### src/rtl/pipe_hazard_ctrl_pkg.sv
// Shared types and helpers for the pipeline hazard controller.
package pipe_hazard_ctrl_pkg;

  typedef enum logic [0:0] {
    StRun     = 1'b0,
    StMemWait = 1'b1
  } phc_state_e;

  localparam logic [4:0] RegX0 = 5'd0;

  function automatic logic src_hit(logic use_src, logic [4:0] rs, logic [4:0] rd);
    return use_src && (rs == rd);
  endfunction

endpackage

### src/rtl/pipe_perf_cnt.sv
// Enable-gated performance counter, wraps modulo 2^CNT_W, synchronous reset.
module pipe_perf_cnt #(
  parameter int unsigned CNT_W = 32
) (
  input  logic             clk,
  input  logic             rst,
  input  logic             en_i,
  output logic [CNT_W-1:0] cnt_o
);

  logic [CNT_W-1:0] cnt_q, cnt_d;

  always_comb begin
    cnt_d = cnt_q;
    if (en_i) cnt_d = cnt_q + 1'b1;
  end

  always_ff @(posedge clk) begin
    if (rst) cnt_q <= '0;
    else     cnt_q <= cnt_d;
  end

  assign cnt_o = cnt_q;

endmodule

### src/rtl/pipe_hazard_ctrl.sv
// Pipeline stall/flush/redirect controller: memory wait > taken redirect > load-use.
module pipe_hazard_ctrl
  import pipe_hazard_ctrl_pkg::*;
#(
  parameter int unsigned XLEN        = 32,
  parameter int unsigned MEM_TIMEOUT = 255,
  parameter int unsigned CNT_W       = 32
) (
  input  logic             clk,
  input  logic             rst,
  input  logic             id_valid,
  input  logic [4:0]       id_rs1,
  input  logic [4:0]       id_rs2,
  input  logic             id_use_rs1,
  input  logic             id_use_rs2,
  input  logic             ex_valid,
  input  logic             ex_is_load,
  input  logic [4:0]       ex_rd,
  input  logic             branch_taken,
  input  logic [XLEN-1:0]  branch_target,
  input  logic             mem_req_valid,
  input  logic             mem_ready,
  output logic             pc_stall,
  output logic             if_id_stall,
  output logic             if_id_flush,
  output logic             id_ex_bubble,
  output logic             ex_mem_stall,
  output logic             redirect_valid,
  output logic [XLEN-1:0]  redirect_pc,
  output logic             mem_timeout,
  output logic [CNT_W-1:0] cnt_lu_stall,
  output logic [CNT_W-1:0] cnt_mem_stall,
  output logic [CNT_W-1:0] cnt_redirect
);

  localparam int unsigned WaitW = (MEM_TIMEOUT > 1) ? $clog2(MEM_TIMEOUT + 1) : 1;

  phc_state_e       state_q, state_d;
  logic [WaitW-1:0] wait_q, wait_d;
  logic             timeout_q, timeout_d;

  logic mem_wait, redirect, load_use;
  logic lu_evt, redir_evt;

  // Hazards are masked during reset so every control output reads 0.
  assign mem_wait = ~rst & mem_req_valid & ~mem_ready;
  assign redirect = ~rst & ex_valid & branch_taken;
  assign load_use = ~rst & ex_valid & ex_is_load & (ex_rd != RegX0) & id_valid &
                    (src_hit(id_use_rs1, id_rs1, ex_rd) | src_hit(id_use_rs2, id_rs2, ex_rd));

  assign redir_evt = redirect & ~mem_wait;
  assign lu_evt    = load_use & ~mem_wait & ~redirect;

  always_comb begin
    pc_stall       = 1'b0;
    if_id_stall    = 1'b0;
    if_id_flush    = 1'b0;
    id_ex_bubble   = 1'b0;
    ex_mem_stall   = 1'b0;
    redirect_valid = 1'b0;
    redirect_pc    = '0;
    if (mem_wait) begin
      pc_stall     = 1'b1;
      if_id_stall  = 1'b1;
      ex_mem_stall = 1'b1;
    end else if (redirect) begin
      redirect_valid = 1'b1;
      redirect_pc    = branch_target;
      if_id_flush    = 1'b1;
      id_ex_bubble   = 1'b1;
    end else if (load_use) begin
      pc_stall     = 1'b1;
      if_id_stall  = 1'b1;
      id_ex_bubble = 1'b1;
    end
  end

  always_comb begin
    state_d   = mem_wait ? StMemWait : StRun;
    wait_d    = wait_q;
    timeout_d = timeout_q;
    if (mem_wait) begin
      // The first wait cycle comes from RUN; it restarts the count at 1.
      if (state_q == StRun) begin
        wait_d = WaitW'(1);
      end else if (wait_q != WaitW'(MEM_TIMEOUT)) begin
        wait_d = wait_q + 1'b1;
      end
      if ((MEM_TIMEOUT != 0) && (wait_d == WaitW'(MEM_TIMEOUT))) timeout_d = 1'b1;
    end
  end

  always_ff @(posedge clk) begin
    if (rst) begin
      state_q   <= StRun;
      wait_q    <= '0;
      timeout_q <= 1'b0;
    end else begin
      state_q   <= state_d;
      wait_q    <= wait_d;
      timeout_q <= timeout_d;
    end
  end

  assign mem_timeout = timeout_q;

  pipe_perf_cnt #(.CNT_W(CNT_W)) u_cnt_lu (
    .clk   (clk),
    .rst   (rst),
    .en_i  (lu_evt),
    .cnt_o (cnt_lu_stall)
  );

  pipe_perf_cnt #(.CNT_W(CNT_W)) u_cnt_mem (
    .clk   (clk),
    .rst   (rst),
    .en_i  (mem_wait),
    .cnt_o (cnt_mem_stall)
  );

  pipe_perf_cnt #(.CNT_W(CNT_W)) u_cnt_redir (
    .clk   (clk),
    .rst   (rst),
    .en_i  (redir_evt),
    .cnt_o (cnt_redirect)
  );

endmodule
### config.mk
export PLATFORM = sky130hd
export DESIGN_NAME = pipe_hazard_ctrl
export DESIGN_NICKNAME = d
export VERILOG_FILES = /design/src/rtl/pipe_hazard_ctrl_pkg.sv /design/src/rtl/pipe_perf_cnt.sv /design/src/rtl/pipe_hazard_ctrl.sv
export SDC_FILE = /design/constraint.sdc
export NUM_CORES = 1
export LEC_CHECK = 0
export CAP_MARGIN = 0
export CORE_ASPECT_RATIO = 0.7
export CORE_UTILIZATION = 40
export DETAILED_ROUTE_END_ITERATION = 6
export MAX_ROUTING_LAYER = met4
export PLACE_DENSITY_LB_ADDON = 0.2
export RECOVER_POWER = 100
export SLEW_MARGIN = 10
export SYNTH_ARGS = -nofsm -noshare
export SYNTH_HDL_FRONTEND = slang
export SYNTH_SLANG_ARGS = --single-unit
### constraint.sdc
create_clock -name clk -period 4.7 [get_ports clk]
set_input_delay 0.47 -clock clk [delete_from_list [all_inputs] [get_ports clk]]
set_output_delay 0.47 -clock clk [all_outputs]
set_load 0.01 [all_outputs]
# Word level (Yosys, flattened, before mapping)
# Cells that the tools add are included.
# Widths: inputs -> output; s select.
totals:
  reg_bits: 106
  output_inout_bits: 135
op_classes:
  n_addsub: 4
  n_eq_ne: 4
  mux: 13
  n_bitwise: 16
  n_reduce_logical: 4
ops:
  columns: ["operator", "n"]
  rows:
  - ["$add 32x1->32 const B", 3]
  - ["$mux 32", 2]
  - ["$mux 8", 3]
  - ["$and 1x1->1", 11]
  - ["$eq 5x5->1", 2]
  - ["$add 8x1->8 const B", 1]
  - ["$eq 8x8->1 const B", 1]
  - ["$mux 1", 8]
  - ["$ne 8x8->1 const B", 1]
  - ["$reduce_bool 5->1", 1]
  - ["$not 1->1", 4]
  - ["$logic_and 1x1->1", 2]
  - ["$reduce_and 2->1", 1]
  - ["$or 1x1->1", 1]

# Logic depth before layout (Yosys ltp)
# Gate-level depths: netlist (run 1).
depth:
  ltp_word: 9
  ltp_mapped: 8
  ltp_nobuf: 6

# Hierarchy
# Synthesis (run 1) repeated with hierarchy kept, for this count alone.
hier_totals:
  hier_cells: 677
  hier_area_um2: 5699.2
modules_own_cells:
  columns: ["module", "n_inst", "cells_each", "area_per_inst_um2", "seq_area_each_um2"]
  rows:
  - ["pipe_perf_cnt", 3, 181, 1564.0, 640.6]
  - ["pipe_hazard_ctrl", 1, 134, 1007.2, 200.2]

# Least setup slack after synthesis (run 1)
# OpenSTA, ideal clock, no wires.
synth_timing:
  path_type: "input to output"
  from: "input port ex_rd[3]"
  to: "output port pc_stall"
  t_arrival_ns: 1.941
  setup_slack_ns: 2.289
  cell_stages: 7
  cell_sequence: "xor2_1 -> nor4_1 -> a32oi_1 -> buf_2 -> nand2b_1 -> o21ai_0 -> buf_4"
synth_between:
  elab_chain_len: 7
  word_cells_on_any_way: 12
synth_rtl:
  columns: ["item", "line", "rtl"]
  rows:
  - ["from (decl)", "pipe_hazard_ctrl.sv:18", "input logic [4:0] ex_rd,"]
  - ["$reduce_bool 5->1 or $eq 5x5->1 (tied branches)", "pipe_hazard_ctrl.sv:48, pipe_hazard_ctrl_pkg.sv:12", null]
  - ["$and 1x1->1 or $logic_and 1x1->1 (tied branches)", "pipe_hazard_ctrl.sv:48, pipe_hazard_ctrl_pkg.sv:12", null]
  - ["$and 1x1->1 or $or 1x1->1 (tied branches)", "pipe_hazard_ctrl.sv:48, pipe_hazard_ctrl.sv:49", null]
  - ["$and 1x1->1 (*)", "pipe_hazard_ctrl.sv:48", "assign load_use = ~rst & ex_valid & ex_is_load & (ex_rd != RegX0) & id_valid &"]
  - ["$mux 1 (*) (3 in series)", null, null]
  - ["to (decl)", "pipe_hazard_ctrl.sv:23", "output logic pc_stall,"]
# Mark *: on every way between the ends. The rest lies on a longest branch, timed or not.

# Worst setup path in the final report (run 1)
layout_timing:
  from: "input port rst"
  to: "register timeout_q, in the netlist mem_timeout"
layout_between:
  elab_chain_len: 4
layout_rtl:
  columns: ["item", "line", "rtl"]
  rows:
  - ["from (decl)", "pipe_hazard_ctrl.sv:10", "input logic rst,"]
  - ["$not 1->1", "pipe_hazard_ctrl.sv:46", "assign mem_wait = ~rst & mem_req_valid & ~mem_ready;"]
  - ["$and 1x1->1 (2 in series)", "pipe_hazard_ctrl.sv:46", null]
  - ["$reduce_and 2->1 (no line)", null, null]
  - ["to (signal assigned)", "pipe_hazard_ctrl.sv:101", "timeout_q <= timeout_d;"]
  - ["to (decl)", "pipe_hazard_ctrl.sv:40", "logic timeout_q, timeout_d;"]
# Several ways; a longest one is shown, not always the timed one.
# A chain may end at the register's enable or synchronous reset.

==> results of run 1 <==
worst min-delay path, delay by kind of cell, from the launching register on:
kind            cells  cell delay (ns)
flops               1             0.31
buf+inv             1             0.05
compound gates      1             0.05
synthesized netlist by cell type (all sizes together):
cell	n
and4	9
a21o	1
a32oi	1
o32ai	1
o211ai	1
dfxtp	106
a2bb2oi	1
a21bo	1
nand2	44
and3b	1
or3b	1
and2	4
clkbuf	31
nand3b	5
o311ai	1
nor2	81
or4	27
a211oi	2
or3	6
nand4b	1
mux2	2
o2111ai	1
ha	4
or2	1
inv	12
nand3	46
xnor2	13
nor3	10
nor4b	1
a31oi	1
o31ai	26
o21ai	9
xor2	56
o21a	1
and3	41
nand4	35
nand2b	2
mux2i	2
o311a	1
nor2b	3
nor4	11
buf	10
a21oi	46
cells by family (layout without fill, tap and decap cells):
group,count (synthesis),in the layout
simple gates,329,329
flops,106,106
compound gates,94,94
xor+xnor,69,69
buf+inv,53,226
fa+ha+maj,4,4
mux,4,4
layer usage:
metal / wire (um) / part of all wire / vias to the layer above
met5: 0 / 0 / -
met4: 336 / 0.021 / 0
met3: 764 / 0.047 / 22
met2: 7840 / 0.48 / 178
met1: 7230 / 0.45 / 2562
li1: - / - / 2725
registers in the layout (all words and copies together) (netlist names):
signal and count:
u_cnt_lu.cnt_o 32, mem_timeout 1, state_q 1, u_cnt_redir.cnt_o 32, wait_q 8, u_cnt_mem.cnt_o 32
how the worst max path moves through the flow:
stage	from	endpoint	slack, ns
final	rst	mem_timeout$_SDFFE_PP0P_	0.91
after global routing	rst	mem_timeout$_SDFFE_PP0P_	0.52
after CTS	ex_rd[2]	pc_stall	1.08
after detailed placement	ex_rd[2]	pc_stall	1.10
after global placement	ex_rd[3]	pc_stall	1.16
after floorplan	ex_rd[3]	pc_stall	2.29
cell type report:
| class | instances | area (sq um) | area share |
|---|---|---|---|
| well taps | 166 | 208 | 0.0270 |
| multi-input cells | 500 | 3060 | 0.398 |
| inverters | 12 | 45.0 | 0.00587 |
| clock inverters | 7 | 76.3 | 0.00994 |
| repair buffers | 198 | 1950 | 0.254 |
| flip-flops and latches | 106 | 2120 | 0.276 |
| clock buffers | 9 | 225 | 0.0293 |
stage by stage:
step | setup slack, ns | std cells | cell area (sq um) | hold slack (ns)
after global placement | 1.16 | 982 | 7400 | 0.453
after floorplan | 2.29 | 659 | 5380 | 0.477
after global routing | 0.517 | 998 | 7680 | 0.487
final | 0.912 | 998 | 7680 | 0.459
after detailed placement | 1.10 | 982 | 7400 | 0.460
after CTS | 1.08 | 998 | 7710 | 0.475
power by group through the flow:
stage | Combinational, mW | Clock, mW | Sequential (mW)
floorplan | 0.0544 | 0 | 0.924
global placement | 0.135 | 0 | 0.925
detailed placement | 0.138 | 0 | 0.925
CTS | 0.139 | 0.786 | 0.904
global route | 0.143 | 0.826 | 0.905
finish | 0.132 | 0.772 | 0.904
==> metrics.txt, run 1 <==
status finished with violations; failing checks capacitance limit, slew limit; Top Family by Delay on Critical Path buffers and inverters; Ports 192; crit path DAT 3.89 ns; crit path kind input pin to register; number of global-route vias before repair 5193; FF-to-FF End u_cnt_mem.cnt_o[20]$_SDFFE_PP0P_; Comb power frac 0.073; r2r setup slk approximately 1.5 ns; CP max stage delay 2.18 ns; adder-cell area share of the yosys netlist 0.00930; GPL Wtd Cong 0.924; layout cell share with drive strength beyond 1 0.0361; initial antenna violation count 0; clk slew on worst S/H paths 0.07 ns; Fin Setup TNS 0 ns; GR Util met1 0.293; RSZ-0062 raised after global routing no; Avg Inst Size Synth 8.17 sq um; worst-path maximum fanout 69; Root Driver clkbuf_16; vias per cell 5.50; Slew @ Worst Pin ~3.0 ns; first-pass GRT wire length 26.0 mm; Leakage ~3.1 nW; WL/cell 16.2 um; Synth Area in Simple Gates 0.328; max-cap violation count 3; Slew HR -1.00; Starting Density 0.410; R2R depth 6; CTS tree done; hpwl dp 12.0 mm; syn nets 720; Tcrit/Tclk final 0.806; Int Pwr 1.39 mW; ant diodes 0; CTS max path bufs 2; Switch Pwr 0.421 mW; Routed WL 16.2 mm; Hold Startpoint mem_timeout$_SDFFE_PP0P_; Worst Hold Endpoint mem_timeout$_SDFFE_PP0P_; WP data required 4.80 ns; setup bufs post-CTS 0; Die ar. 13900 sq um; total gr overflow 0; critical path capture point type register; Min Clock Period, post-route approximately 3.8 ns; mux cell area share after synthesis 0.00790; DRC viols 0; Post-Route Utilization 0.585; # nets final 888; drt pass-1 iters 4; TritonCTS Sinks 106; startpoint types input pin; CTS Hold Buffers Added 0; Max Slew Vio Count between 90 and 100; Hold WC Path Type register to register; Tot GR Track Use 0.242; total number of cells along the worst setup path 5; htree depth 3; die span in x 141 um; Synth top area share 0.394; share of power burned in registers 0.500; Synth area leaders dfxtp_1 (39%), xor2_1 (9.1%), nor2_1 (5.6%); crit path cell chain clkbuf_2, clkbuf_1, nor3_1, nand2_1, o32ai_1; # port buffers 191; area grow syn2layout 42.6%; Yosys warnings 0; Setup-failing EPs final 0; ANT nets after route 0; PD cells 235 nW/um^2; Cells after Synth 659; GRT busiest layer met2; Core ar. 13100 sq um; Post-CTS Resized 0; crit path buf inv count 2; commonest non-fill, non-tap cell in the layout dlygate4sd3_1; flop and latch count out of synthesis 106; switching part of the total 0.233; skew final 0.00705 ns; commonest cells after routing, fill and taps aside dlygate4sd3_1 (136), dfxtp_1 (106), nor2_1 (81); area leader, netlist dfxtp_1; fill cell count around 1200; total power draw 1.81 mW; GR Util met2 0.408; vias after detailed routing 5487; largest net degree at the start of global routing 70; sequential-to-total area share from yosys stat 0.394; largest family of logic cells by synthesized area simple AND/OR/NAND/NOR gates; Peak Freq ~260 MHz; post-synthesis compound-gate area fraction 0.107; # rows 35; Hold Path Stages 2; worst flop-to-flop path startpoint u_cnt_mem.cnt_o[0]$_SDFFE_PP0P_; post-synth cell types 48; post-synthesis cell area 5380 sq um; Die Y 99.1 um; CP max stage cell clkbuf_1; Final Hold Vio Count 0; clk_lat worst skew 0.35 ns; met3 GRT Util 0.0428; Max IR drop VDD 0.161 mV; Synth Area in XOR/XNOR 0.112; cts bufs inserted 9; initial DRC count 278; Clock power frac 0.427
No activity file was read; power rests on OpenSTA's default activity.
==> inputs of run 2 (changes only) <==
==> constraint.sdc (replaced) <==
create_clock -name clk -period 3.83 [get_ports clk]
set_input_delay 0.383 -clock clk [delete_from_list [all_inputs] [get_ports clk]]
set_output_delay 0.383 -clock clk [all_outputs]
set_load 0.01 [all_outputs]
==> metrics.txt, run 2 (same netlist as run 1, synthesis figures left out) <==
status finished with violations; failing checks capacitance limit, slew limit; largest net degree at the start of global routing 76; fill cell count approximately 1200; initial DRC count just over 300; Clock power frac 0.429; # nets final 892; initial antenna violation count 0; DP Cell Count 986; layout cell share with drive strength beyond 1 0.0323; switching part of the total 0.221; Fin Setup TNS 0 ns; startpoint types input pin; Post-Route Utilization 0.585; final worst setup slack about 0.5 ns; total gr overflow 0; Peak Freq 301 MHz; Ports about 190; ant diodes 0; PD cells 290 nW/um^2; multi-input combinational cell area 3040 sq um; Max IR drop VDD 0.226 mV; clk slew on worst S/H paths 0.07 ns; critical path capture point type output pin; htree depth 3; # port buffers 191; Hold WC Path Type input pin to register; max-cap violation count 1; Die ar. 13900 sq um; commonest cells after routing, fill and taps aside dlygate4sd3_1 (122), dfxtp_1 (106), nor2_1 (81); drt pass-1 iters 4; Die Y 99.1 um; hpwl dp about 12 mm; cts bufs inserted 9; area grow syn2layout 42.8%; Comb power frac 0.073; WP data required 3.45 ns; Starting Density 0.410; crit path kind input pin to output pin; DRC viols 0; CTS Hold Buffers Added 0; Core ar. 13100 sq um; fin area 7690 sq um; Max Slew Vio Count 76; Placed Area 7450 sq um; crit path DAT 2.94 ns; worst-path maximum fanout 32; Root Driver clkbuf_16; Slew @ Worst Pin 1.55 ns; first-pass GRT wire length 25.8 mm; CTS max path bufs 2; RSZ-0062 raised after global routing no; vias per cell ~5.5; ANT nets after route 0; share of power burned in registers 0.497; Tot GR Track Use 0.239; die span in x approximately 140 um; clk_lat worst skew ~0.34 ns; skew final 0.00650 ns; Setup-failing EPs final 0; Post-CTS Resized 0; Switch Pwr slightly below 0.5 mW; Min Hold Slack 0.443 ns; TritonCTS Sinks about 110; Routed WL 16.2 mm; Int Pwr 1.74 mW; GPL Wtd Cong around 0.96; vias after detailed routing 5488; total power draw 2.23 mW; commonest non-fill, non-tap cell in the layout dlygate4sd3_1; Post-Layout Cell Count 1002; setup bufs post-CTS 0; number of global-route vias before repair 5277; # rows 35; dpl ws 0.712 ns; Min Clock Period, post-route 3.33 ns; Leakage 3.05 nW; Final Hold Vio Count 0; CTS tree done; Tcrit/Tclk final 0.868; Slew HR -0.0363; register area 2120 sq um; WL/cell roughly 16 um
==> run 2: changes by cell type in the layout (fill, tap and decap cells not counted), sizes merged <==
cell           previous run  this run
dlygate4sd3             136       122
inv                      15        13
clkbuf                   13        21
clkdlybuf4s50            54        68
clkinv                    2         0
==> run 2: final timing paths <==
path                                                     start  slack [ns]  cells after the start                               to
worst max-delay path                             mem_req_valid        0.50                      5                   redirect_pc[5]
worst min-delay path                                       rst        0.44                      2           wait_q[6]$_SDFFE_PP0P_
worst max register to register  u_cnt_lu.cnt_o[0]$_SDFFE_PP0P_        1.17                      6  u_cnt_lu.cnt_o[16]$_SDFFE_PP0P_
worst min register to register        mem_timeout$_SDFFE_PP0P_        0.48                      2         mem_timeout$_SDFFE_PP0P_
==> run 2: cell type report <==
cell class              count  area share
clock buffers              13      0.0338
well taps                 166      0.0270
repair buffers            202       0.255
clock inverters             3     0.00602
flip-flops and latches    106       0.276
inverters                  12     0.00586
multi-input cells         500       0.396
==> run 2: power groups by stage <==
| stage | combinational, mW | sequential (mW) | clock, mW |
|---|---|---|---|
| final | 0.164 | 1.11 | 0.957 |
| after global placement | 0.170 | 1.14 | 0 |
| after CTS | 0.173 | 1.11 | 0.984 |
| after detailed placement | 0.173 | 1.14 | 0 |
| after floorplan | 0.0668 | 1.13 | 0 |
| after global routing | 0.177 | 1.11 | 1.02 |
==> run 2: critical path, cell delays in order <==
cell and delay (ns):
dlygate4sd3_1 0.58, nand2b_1 0.36, clkbuf_1 0.71, and3_1 0.28, dlygate4sd3_1 0.62
==> run 2: metal layers <==
layer | share of wire | up-vias | global-route usage | routed length (um)
li1 | - | 2722 | - | -
met1 | 0.44 | 2581 | 0.278 | 7070
met2 | 0.49 | 162 | 0.416 | 7990
met3 | 0.045 | 23 | 0.0466 | 733
met4 | 0.023 | 0 | 0.0753 | 368
met5 | 0 | - | - | 0
==> inputs of run 3 (changes only) <==
--- a/config.mk
+++ b/config.mk
@@ -6,11 +6,11 @@
 export NUM_CORES = 1
 export LEC_CHECK = 0
 export CAP_MARGIN = 0
-export CORE_ASPECT_RATIO = 0.7
+export CORE_ASPECT_RATIO = 1.4
 export CORE_UTILIZATION = 40
 export DETAILED_ROUTE_END_ITERATION = 6
 export MAX_ROUTING_LAYER = met4
-export PLACE_DENSITY_LB_ADDON = 0.2
+export PLACE_DENSITY = 0.78
 export RECOVER_POWER = 100
 export SLEW_MARGIN = 10
 export SYNTH_ARGS = -nofsm -noshare
==> constraint.sdc (replaced) <==
create_clock -name clk -period 3.83 [get_ports clk]
set_input_delay 0.766 -clock clk [delete_from_list [all_inputs] [get_ports clk]]
set_output_delay 0.766 -clock clk [all_outputs]
set_load 0.01 [all_outputs]
==> metrics.txt, run 3 (same netlist as run 1, synthesis figures left out) <==
status finished with violations; failing checks capacitance limit, slew limit; Tot GR Track Use 0.218; Peak Freq 271 MHz; Starting Density 0.414; TritonCTS Sinks 106; vias after detailed routing 5422; startpoint types input pin; commonest non-fill, non-tap cell in the layout dlygate4sd3_1; Hold Path Stages 2; Routed WL approximately 15 mm; total power draw 2.11 mW; die span in x 100 um; Die ar. 13900 sq um; clk slew on worst S/H paths 0.06 ns; clk_lat worst skew about 0.35 ns; WL/cell 14.4 um; commonest cells after routing, fill and taps aside dlygate4sd3_1 (133), dfxtp_1 (106), nor2_1 (81); GPL Wtd Cong around 0.83; # rows 49; crit path DAT 2.92 ns; area grow syn2layout 42.6%; WP data required 3.06 ns; drt pass-1 iters 4; largest net degree at the start of global routing 85; multi-input combinational cell area slightly above 3000 sq um; R2R depth 6; RSZ-0062 raised after global routing no; Core ar. 13000 sq um; initial antenna violation count 0; Worst Hold Endpoint mem_timeout$_SDFFE_PP0P_; Min Hold Slack approximately 0.46 ns; r2r setup slk 1.26 ns; Hold WC Path Type register to register; Post-Route Utilization 0.591; # port buffers 191; Max IR drop VDD 0.162 mV; crit path kind input pin to output pin; Min Clock Period, post-route approximately 3.7 ns; worst flop-to-flop path startpoint u_cnt_lu.cnt_o[0]$_SDFFE_PP0P_; CTS tree done; Hold Startpoint mem_timeout$_SDFFE_PP0P_; cts bufs inserted 9; Die Y 139 um; PD cells 275 nW/um^2; Slew HR -0.108; worst-path maximum fanout 3; register area around 2100 sq um; FF-to-FF End u_cnt_lu.cnt_o[24]$_SDFFE_PP0P_; max-cap violation count 1; Root Driver clkbuf_16; total gr overflow 0; layout cell share with drive strength beyond 1 0.0371; CTS max path bufs 2; setup bufs post-CTS 0; DRC viols 0; # nets final just under 900; Fin Setup TNS 0 ns; hpwl dp 10.6 mm; fill cell count 1234; Slew @ Worst Pin 1.66 ns; Max Slew Vio Count 85; critical path capture point type output pin; number of global-route vias before repair approximately 5100; skew final 0.00690 ns; htree depth 3; first-pass GRT wire length between 20 and 25 mm; ANT nets after route 0; initial DRC count 172; Ports around 190; Final Hold Vio Count 0; Tcrit/Tclk final 0.963; Setup-failing EPs final 0; Leakage 3.08 nW; ant diodes 0; vias per cell 5.35
[run 3: area by class of cell]
type,count,share of cell area
timing repair buffer,204,0.258
sequential,106,0.276
multi-input combinational,500,0.397
clock buffer,9,0.0293
clock inverter,5,0.00440
inverter,12,0.00587
tap,178,0.0290
[run 3: worst max-delay path, cell delays in order]
cell,delay (ns)
clkdlybuf4s50_1,0.47
xor2_1,0.20
nor4_2,0.33
a32oi_2,0.16
nand2b_1,0.20
o21ai_1,0.17
dlygate4sd3_1,0.64
[run 3: repair_timing]
item | in CTS | in global routing
setup endpoints to repair | 0 | 2
hold buffers | 0 | 0
gates resized for setup | 0 | 2
endpoints found under the hold margin | 0 | 0
[run 3: worst max-delay path by stage]
stage                         from       end  slack [ns]  cells after the start
after global placement    ex_rd[2]  pc_stall        0.13                      7
after global routing      ex_rd[3]  pc_stall        0.05                      7
after CTS                 ex_rd[3]  pc_stall        0.07                      7
after detailed placement  ex_rd[3]  pc_stall        0.09                      7
after floorplan           ex_rd[3]  pc_stall        0.83                      7
final                     ex_rd[3]  pc_stall        0.14                      7
[run 3: where the power goes]
| part | switching [mW] | leakage, nW | internal [mW] |
|---|---|---|---|
| Clock | 0.407 | 0.123 | 0.433 |
| Combinational | 0.0739 | 2.10 | 0.0862 |
| Sequential | 0.00551 | 0.854 | 1.10 |
[run 3: routing by layer]
| metal | vias to the layer above | GRT usage | routed length (um) |
|---|---|---|---|
| li1 | 2735 | - | - |
| met1 | 2531 | 0.245 | 6250 |
| met5 | - | - | 0 |
| met3 | 31 | 0.0331 | 529 |
| met4 | 0 | 0.110 | 512 |
| met2 | 125 | 0.371 | 7340 |
[run 3: per-stage QoR]
| stage | setup slack (ns) | instance area (sq um) | cells |
|---|---|---|---|
| 2_1_floorplan | 0.827 | 5380 | 659 |
| 3_3_place_gp | 0.127 | 7460 | 1000 |
| 3_5_place_dp | 0.0915 | 7460 | 1000 |
| 4_1_cts | 0.0686 | 7720 | 1014 |
| 5_1_grt | 0.0493 | 7680 | 1014 |
| 6_report | 0.141 | 7680 | 1014 |
